**config.mk**
```make
export PLATFORM = sky130hd
export DESIGN_NAME = seq_magnitude_comparator
export DESIGN_NICKNAME = d
export VERILOG_FILES = /design/src/rtl/cmp_pkg.sv /design/src/rtl/chunk_cmp.sv /design/src/rtl/seq_magnitude_comparator.sv
export SDC_FILE = /design/constraint.sdc
export NUM_CORES = 1
export LEC_CHECK = 0
export ABC_CLOCK_PERIOD_IN_PS = 2600
export BUFFER_PORTS_ARGS = -buffer_cell sky130_fd_sc_hd__buf_2
export CAP_MARGIN = 20
export CORE_ASPECT_RATIO = 0.5
export CORE_MARGIN = 2
export CORE_UTILIZATION = 25
export DETAILED_ROUTE_END_ITERATION = 12
export HOLD_SLACK_MARGIN = 0.1
export PLACE_DENSITY_LB_ADDON = 0.3
export SLEW_MARGIN = 25
export SYNTH_ARGS = -nofsm -noshare
export SYNTH_HDL_FRONTEND = slang
export SYNTH_SLANG_ARGS = --single-unit
```
**constraint.sdc**
```tcl
create_clock -name clk -period 2.6 [get_ports clk]
set_input_delay 0.13 -clock clk [delete_from_list [all_inputs] [get_ports clk]]
set_output_delay 0.13 -clock clk [all_outputs]
set_load 0.05 [all_outputs]
```
**src/rtl/cmp_pkg.sv**
```systemverilog
// rtl/cmp_pkg.sv - shared types for the sequential magnitude comparator
// FSM state encoding and the one-hot eq/lt/gt result record.
package cmp_pkg;

   typedef enum logic [1:0] {
      IDLE = 2'd0,
      BUSY = 2'd1,
      DONE = 2'd2
   } cmp_state_t;

   typedef struct packed {
      logic eq;
      logic lt;
      logic gt;
   } cmp_result_t;

   localparam cmp_result_t CMP_RESULT_NONE = '0;

endpackage

```
**src/rtl/chunk_cmp.sv**
```systemverilog
// rtl/chunk_cmp.sv - combinational unsigned compare of one W-bit chunk pair
// Exactly one of eq/lt/gt is set in the returned record.
module chunk_cmp
   import cmp_pkg::*;
#(
   parameter int W = 8
) (
   input  logic [W-1:0] a_i,
   input  logic [W-1:0] b_i,
   output cmp_result_t  res_o
);

   always_comb begin
      res_o    = CMP_RESULT_NONE;
      res_o.eq = (a_i == b_i);
      res_o.lt = (a_i <  b_i);
      res_o.gt = (a_i >  b_i);
   end

endmodule

```
**src/rtl/seq_magnitude_comparator.sv**
```systemverilog
// rtl/seq_magnitude_comparator.sv - multi-cycle MSB-chunk-first magnitude comparator
// CMP_EARLY_EXIT_EN: leave BUSY as soon as the first differing chunk is seen.
module seq_magnitude_comparator
   import cmp_pkg::*;
#(
   parameter int N     = 32,
   parameter int CHUNK = 8
) (
   input  logic         clk,
   input  logic         rst,
   input  logic         in_valid,
   output logic         in_ready,
   input  logic [N-1:0] a,
   input  logic [N-1:0] b,
   input  logic         signed_mode,
   output logic         out_valid,
   input  logic         out_ready,
   output logic         eq,
   output logic         lt,
   output logic         gt
);

   localparam int NCHUNK = N / CHUNK;
   localparam int IDX_W  = (NCHUNK > 1) ? $clog2(NCHUNK) : 1;
   localparam logic [IDX_W-1:0] IDX_TOP = IDX_W'(NCHUNK - 1);

   cmp_state_t       state_q, state_d;
   logic [N-1:0]     a_q, a_d, b_q, b_d;
   logic [IDX_W-1:0] idx_q, idx_d;
   logic             decided_q, decided_d;
   cmp_result_t      res_q, res_d;
   cmp_result_t      chunk_res;
   logic             chunk_diff;
   logic             last_chunk;
   logic             busy_exit;

   chunk_cmp #(.W(CHUNK)) u_chunk_cmp (
      .a_i   (a_q[int'(idx_q) * CHUNK +: CHUNK]),
      .b_i   (b_q[int'(idx_q) * CHUNK +: CHUNK]),
      .res_o (chunk_res)
   );

   assign chunk_diff = !chunk_res.eq;
   assign last_chunk = (idx_q == '0);

`ifdef CMP_EARLY_EXIT_EN
   assign busy_exit = last_chunk || (!decided_q && chunk_diff);
`else
   assign busy_exit = last_chunk;
`endif

   always_ff @(posedge clk or posedge rst) begin
      if (rst) begin
         state_q   <= IDLE;
         a_q       <= '0;
         b_q       <= '0;
         idx_q     <= IDX_TOP;
         decided_q <= 1'b0;
         res_q     <= CMP_RESULT_NONE;
      end else begin
         state_q   <= state_d;
         a_q       <= a_d;
         b_q       <= b_d;
         idx_q     <= idx_d;
         decided_q <= decided_d;
         res_q     <= res_d;
      end
   end

   always_comb begin
      state_d = state_q;
      case (state_q)
         IDLE:    if (in_valid) state_d = BUSY;
         BUSY:    if (busy_exit) state_d = DONE;
         DONE:    if (out_ready) state_d = IDLE;
         default: state_d = IDLE;
      endcase
   end

   always_comb begin
      a_d       = a_q;
      b_d       = b_q;
      idx_d     = idx_q;
      decided_d = decided_q;
      res_d     = res_q;
      case (state_q)
         IDLE: begin
            if (in_valid) begin
               // Flipping the sign bit maps two's-complement order onto unsigned order.
               a_d        = a;
               b_d        = b;
               a_d[N-1]   = a[N-1] ^ signed_mode;
               b_d[N-1]   = b[N-1] ^ signed_mode;
               idx_d      = IDX_TOP;
               decided_d  = 1'b0;
               res_d      = CMP_RESULT_NONE;
            end
         end
         BUSY: begin
            if (!decided_q && (chunk_diff || last_chunk)) res_d = chunk_res;
            decided_d = decided_q | chunk_diff;
            if (!busy_exit) idx_d = idx_q - 1'b1;
         end
         DONE: begin
            if (out_ready) res_d = CMP_RESULT_NONE;
         end
         default: ;
      endcase
   end

   always_comb begin
      in_ready  = (state_q == IDLE);
      out_valid = (state_q == DONE);
      eq        = out_valid & res_q.eq;
      lt        = out_valid & res_q.lt;
      gt        = out_valid & res_q.gt;
   end

endmodule

```
==> results of run 1 <==
[layout by cell type, fill, tap and decap left out, drive strengths merged]
master,synthesis,layout
a2111oi,1,1
clkinv,0,2
buf,12,91
a22o,2,2
o211ai,1,1
o22ai,2,2
nand2b,4,4
dlygate4sd3,0,65
dfrtp,70,70
mux2,62,62
ha,9,9
and2,5,5
nor2,10,10
o31ai,2,2
nand2,5,5
mux4,16,16
or2,1,1
a21oi,9,9
o21ai,2,2
dfstp,2,2
bufinv,0,1
xnor2,2,2
clkbuf,1,11
inv,14,14
nand4,2,2
and2b,1,1
nor2b,1,1
[critical path, delay by kind of cell, from the launching register on]
family	cells	cell delay, ns
and+or+nand+nor	1	0.12
buffers and inverters	2	0.32
AOI/OAI and AO/OA	4	0.59
muxes	1	0.54
DFF	1	0.61
adders and majority gates	1	0.26
[where the power goes]
| part | leakage [nW] | switching [W] | internal (W) |
|---|---|---|---|
| Clock | 0.141 | 0.000449 | 0.000758 |
| Sequential | 0.847 | 0.000356 | 0.00170 |
| Combinational | 1.35 | 0.00111 | 0.00177 |
| Total | 2.33 | 0.00192 | 0.00423 |
[logic make-up after synthesis]
family	after synthesis	share of synthesized area (%)
adders and majority gates	9	3.20
AOI/OAI and AO/OA	19	3.52
buffers and inverters	27	4.41
muxes	78	32.8
xor gates and xnor gates	2	0.498
DFF	72	51.3
and+or+nand+nor	29	4.27
[through the flow]
stage,total power [W],setup TNS [ns],hold slack [ns]
final,0.00615,0,0.115
after global routing,0.00658,-0.148,0.120
after CTS,0.00609,-0.000299,0.105
after detailed placement,0.00459,-0.148,0.170
after global placement,0.00457,0,0.161
after floorplan,0.00397,0,0.219
[routing by layer]
| layer | up-vias | wire (um) |
|---|---|---|
| met5 | - | 0 |
| met4 | 0 | 193 |
| met3 | 14 | 226 |
| met2 | 30 | 3990 |
| met1 | 1194 | 3810 |
| li1 | 1157 | - |
[cell type report]
class | count | area [sq um] | area share (%)
flip-flops and latches | 72 | 1800 | 34.8
inverters | 14 | 52.6 | 1.01
well taps | 192 | 240 | 4.63
multi-input cells | 137 | 1610 | 31.1
clock inverters | 3 | 43.8 | 0.844
repair buffers | 156 | 1190 | 23.0
clock buffers | 11 | 243 | 4.68
[sequential cells by signal, summed over array words and instances (netlist names)]
signal     cells
state_q        2
idx_q          2
res_q          3
decided_q      1
b_q           32
a_q           32
[worst max-delay path by stage]
stage,from,end,slack [ns],depth (start not counted)
2_1_floorplan,idx_q[0]$_DFFE_PP1P_,res_q[0]$_DFFE_PP0P_,0.05,8
3_3_place_gp,idx_q[0]$_DFFE_PP1P_,res_q[1]$_DFFE_PP0P_,0.005,8
3_5_place_dp,idx_q[0]$_DFFE_PP1P_,res_q[2]$_DFFE_PP0P_,-0.05,9
4_1_cts,idx_q[0]$_DFFE_PP1P_,res_q[0]$_DFFE_PP0P_,-0.0003,9
5_1_grt,idx_q[0]$_DFFE_PP1P_,res_q[2]$_DFFE_PP0P_,-0.06,10
6_report,idx_q[0]$_DFFE_PP1P_,res_q[0]$_DFFE_PP0P_,0.05,9
[repair_timing]
| action | in CTS | in global routing |
|---|---|---|
| endpoints found under the setup margin | 3 | 3 |
| gates resized for setup | 7 | 5 |
| setup buffers | 1 | 6 |
| cloned | 0 | 0 |
| hold endpoints to repair | 84 | 0 |
| hold buffers | 65 | 0 |
| pin swaps | 1 | 1 |
==> metrics.txt, run 1 <==
status complete, no violations; site row count 30; Clock Skew 0.00689 ns; Detailed Route Iter0 Violations 71; WHS Endpoint b_q[31]$_DFFE_PP0P_; worst r2r path cells 9; DR pass1 iterations 4; min-delay src signed_mode; flop2flop setup slack 0.05 ns; Leak roughly 2.3 nW; M3 GR Usage 3.21%; crit-path max cell delay 0.61 ns; Worst Max-Slew Pin Slew 0.469 ns; via/cell ratio 4.09; antenna diode count 0; Cells after DPL about 500; starting density of the core 25.8%; initial antenna violation count 0; worst r2r src idx_q[0]$_DFFE_PP1P_; Final Slew Violations 0; Ports 74; Clock Path Buffers 2; most used cell, CP buf_4; register bit total from synthesis 72; area delta synth->final 47.5%; dominant cell type by area after synthesis dfrtp_1; TritonCTS clock tree yes; total global-route track usage 11.7%; maximum fanout along the worst path 6; GRT met2 Usage 18.7%; final non-filler cell total between 500 and 600; share of layout cells above drive strength 1 between 40 and 50%; Critical Path RT 2.82 ns; Final Hold Viols 0; design area 5190 sq um; startpoint class of the critical path flip-flop; main area contributors after synthesis dfrtp_1 50%, mux2_2 12%, mux2_4 11%; async set-reset flop share out of synthesis 100%; RSZ-0062 raised after global routing yes; Die Ht 87.9 um; Distinct cells, synth 30; Power per Cell Area between 1000 and 1500 nW/um^2; clk slew on worst S/H paths 0.05 ns; post-route ant nets 0; DR WL/cell 14.1 um; most frequent cell after synthesis dfrtp_1; critical path class reg -> reg; Hold Crit Depth 3; CTS buffer count 9; Area after DPL roughly 4100 sq um; Post-synth EDFFs 0; met1 demand-to-capacity share in global routing 15.2%; largest net degree at the start of global routing 68; fin worst setup slack ~0.054 ns; Max VDD drop 0.421 mV; latest clock arrival within the worst-skew pair 0.33 ns; clock root buffer clkbuf_16; DRC Markers 0; IO Port Bufs 73; Post-Syn Area 3520 sq um; Worst R2R End res_q[0]$_DFFE_PP0P_; top-area cell type share of the netlist area between 40% and 50%; Post-synth top flop dfrtp_1; Max-Slew Margin vs Limit 68.7%; Die Wd 172 um; vias after detailed routing about 2400; Arr. time, crit path 2.76 ns; pre-CTS setup slack -0.0519 ns; Seq/Total Area, Yosys 51.3%; Layout fillers approximately 1300; grt peak-use layer met2; CTS H-tree depth 3; global route overflow 0; Final nets 468; Avg Cell Area, Syn about 15 sq um; Util after Layout a little under two fifths; first-pass GRT wire length 13200 um; critical-path cell list buf_4 > mux4_2 > ha_4 > nor2b_1 > o211ai_1 > a21oi_2 > a2111oi_2 > buf_4 > o31ai_1; worst hold-check path type in -> reg; Yosys warning total 0; RD Place Congestion 0.716; Die ar. 15100 sq um; Period Utilization, post-route 97.9%; HPWL Detailed about 5500 um; DRT Wirelength 8220 um; Syn Nets 314; Synth Instances 236; element type at the critical path end flip-flop; vias in the first global route 2526; Max stage delay cell, worst path dfstp_2; core area 13600 sq um; Max Fclk 393 MHz; max_cap viols 0; minimum clock period 2.55 ns; list of most frequent post-synthesis cells 70 x dfrtp_1, 37 x mux2_2, 25 x mux2_4; CTS Sinks 72; Final setup viols 0
(Power assumes the default switching activity.)
==> inputs of run 2 (changes only) <==
Settings changed: RECOVER_POWER set to 100, SKIP_LAST_GASP set to 1.
==> run 2 against run 1 <==
Effect of this change:
- count of clock-buffer cells in the layout unchanged
- maximum frequency about the same
- critical path depth unchanged
- non-clock buffer count unchanged
- first-iteration DRC count decreased by 14%
- critical endpoint unchanged
- largest cell class unchanged
- largest power group unchanged
- highest routed layer unchanged
==> metrics.txt, run 2 (synthesis gave the netlist of run 1 again) <==
first-pass GRT wire length 13200 um (unchanged); Clock Path Buffers 2 (unchanged); Final setup viols 0 (unchanged); worst hold-check path type in -> reg (unchanged); Max-Slew Margin vs Limit 21.1% (was 68.7%); CTS buffer count 9 (unchanged); site row count 30 (unchanged); DR WL/cell 14.0 um (was 14.1 um); Critical Path RT 2.82 ns (about the same); post-route ant nets 0 (unchanged); CTS H-tree depth 3 (unchanged); clock root buffer clkbuf_16 (unchanged); Pwr Total 0.00614 W (was 0.00615 W); HPWL Detailed 5520 um (unchanged); Worst Max-Slew Pin Slew 1.18 ns (was 0.469 ns); Die Wd 172 um (unchanged); element type at the critical path end flip-flop (unchanged); latest clock arrival within the worst-skew pair 0.33 ns (about the same); Arr. time, crit path 2.76 ns (about the same); vias in the first global route 2526 (unchanged); CTS Sinks 72 (unchanged); design area 5170 sq um (was 5190 sq um); critical path class reg -> reg (unchanged); commonest cells after routing, fill and taps aside 72 x buf_2, 70 x dfrtp_1, 65 x dlygate4sd3_1 (was 73 x buf_2, 70 x dfrtp_1, 65 x dlygate4sd3_1); Die ar. 15100 sq um (unchanged); DR pass1 iterations 4 (unchanged); share of layout cells above drive strength 1 48.9% (was 49.6%); startpoint class of the critical path flip-flop (unchanged); RSZ-0062 raised after global routing yes (unchanged); initial antenna violation count 0 (unchanged); Min Hold Slack 0.116 ns (was 0.115 ns); maximum fanout along the worst path 6 (unchanged); Period Utilization, post-route 97.9% (about the same); Die Ht 87.9 um (unchanged); TritonCTS clock tree yes (unchanged); Leak 2.32 nW (was 2.33 nW); commonest non-fill, non-tap cell in the layout buf_2 (unchanged); IO Port Bufs 73 (unchanged); DRT Wirelength 8190 um (was 8220 um); Detailed Route Iter0 Violations 61 (was 71); status complete, no violations (unchanged); Top Registers a_q x32, b_q x32, res_q x3 (unchanged); global route overflow 0 (unchanged); starting density of the core 25.8% (unchanged); minimum clock period 2.55 ns (about the same); area delta synth->final 47.0% (was 47.5%); Final Slew Violations 0 (unchanged); largest net degree at the start of global routing 68 (unchanged); core area 13600 sq um (unchanged); RD Place Congestion 0.716 (unchanged); Ports 74 (unchanged); Final Hold Viols 0 (unchanged); met1 demand-to-capacity share in global routing 15.2% (unchanged); via/cell ratio 4.12 (was 4.09); antenna diode count 0 (unchanged); grt peak-use layer met2 (unchanged); Power per Cell Area 1190 nW/um^2 (was 1180 nW/um^2); Max VDD drop 0.422 mV (was 0.421 mV); GRT met2 Usage 18.7% (unchanged); Area after DPL 4130 sq um (unchanged); M3 GR Usage 3.21% (unchanged); Max Fclk 393 MHz (about the same); Final nets 468 (unchanged); Layout fillers 1275 (was 1271); clk slew on worst S/H paths 0.05 ns (about the same); vias after detailed routing 2410 (was 2395); DRC Markers 0 (unchanged); total global-route track usage 11.7% (unchanged); max_cap viols 0 (unchanged); Clock Skew 0.00837 ns (was 0.00689 ns)
run 2: cell types whose count changed in the layout (fill, tap and decap cells not counted), sizes merged:
cell / delta
buf: -4
clkbuf: +4
run 2: stage by stage:
step	instances	setup WS (ns)	utilization (%)	TNS, ns
2_1_floorplan	236	0.0518	-	0
3_3_place_gp	499	0.00521	30.3	0
3_5_place_dp	499	-0.0519	30.3	-0.148
4_1_cts	579	-0.000299	37.6	-0.000299
5_1_grt	585	-0.0575	37.9	-0.148
6_report	585	0.0543	37.9	0
run 2: power by group:
part	switching, W	internal [W]
Combinational	0.00111	0.00177
Clock	0.000450	0.000758
Sequential	0.000355	0.00170
Total	0.00191	0.00422
run 2: routing by layer:
metal | vias to the layer above | routed length (um)
met5 | - | 0
met4 | 0 | 187
met3 | 14 | 236
met2 | 31 | 3960
met1 | 1202 | 3810
li1 | 1163 | -
run 2: area by class of cell:
class / instances / area, sq um / share of cell area, %
inverters: 14 / 52.6 / 1.02
repair buffers: 156 / 1170 / 22.7
clock buffers: 11 / 243 / 4.70
flip-flops and latches: 72 / 1800 / 34.9
clock inverters: 3 / 43.8 / 0.847
multi-input cells: 137 / 1610 / 31.2
well taps: 192 / 240 / 4.65
run 2: timing repair:
item	4_1_cts	5_1_grt
hold endpoints to repair	84	0
buffers inserted	1	6
resized for setup	7	5
pin swaps	1	1
hold buffers	65	0
setup endpoints to repair	3	3
run 2: worst max-delay path, cell delays in order (launching register included):
cell	delay, ns
dfstp_2	0.61
buf_4	0.15
mux4_2	0.54
ha_4	0.26
nor2b_1	0.12
o211ai_1	0.20
a21oi_2	0.10
a2111oi_2	0.23
buf_4	0.17
o31ai_1	0.06
run 2: worst paths after layout:
path	start	slack [ns]	depth (start not counted)	endpoint
max	idx_q[0]$_DFFE_PP1P_	0.05	9	res_q[0]$_DFFE_PP0P_
min	signed_mode	0.12	3	b_q[31]$_DFFE_PP0P_
max reg2reg	idx_q[0]$_DFFE_PP1P_	0.05	9	res_q[0]$_DFFE_PP0P_
min reg2reg	a_q[25]$_DFFE_PP0P_	0.50	1	a_q[25]$_DFFE_PP0P_
max in group asynchronous	rst	0.55	4	b_q[5]$_DFFE_PP0P_
min in group asynchronous	rst	0.50	3	b_q[27]$_DFFE_PP0P_
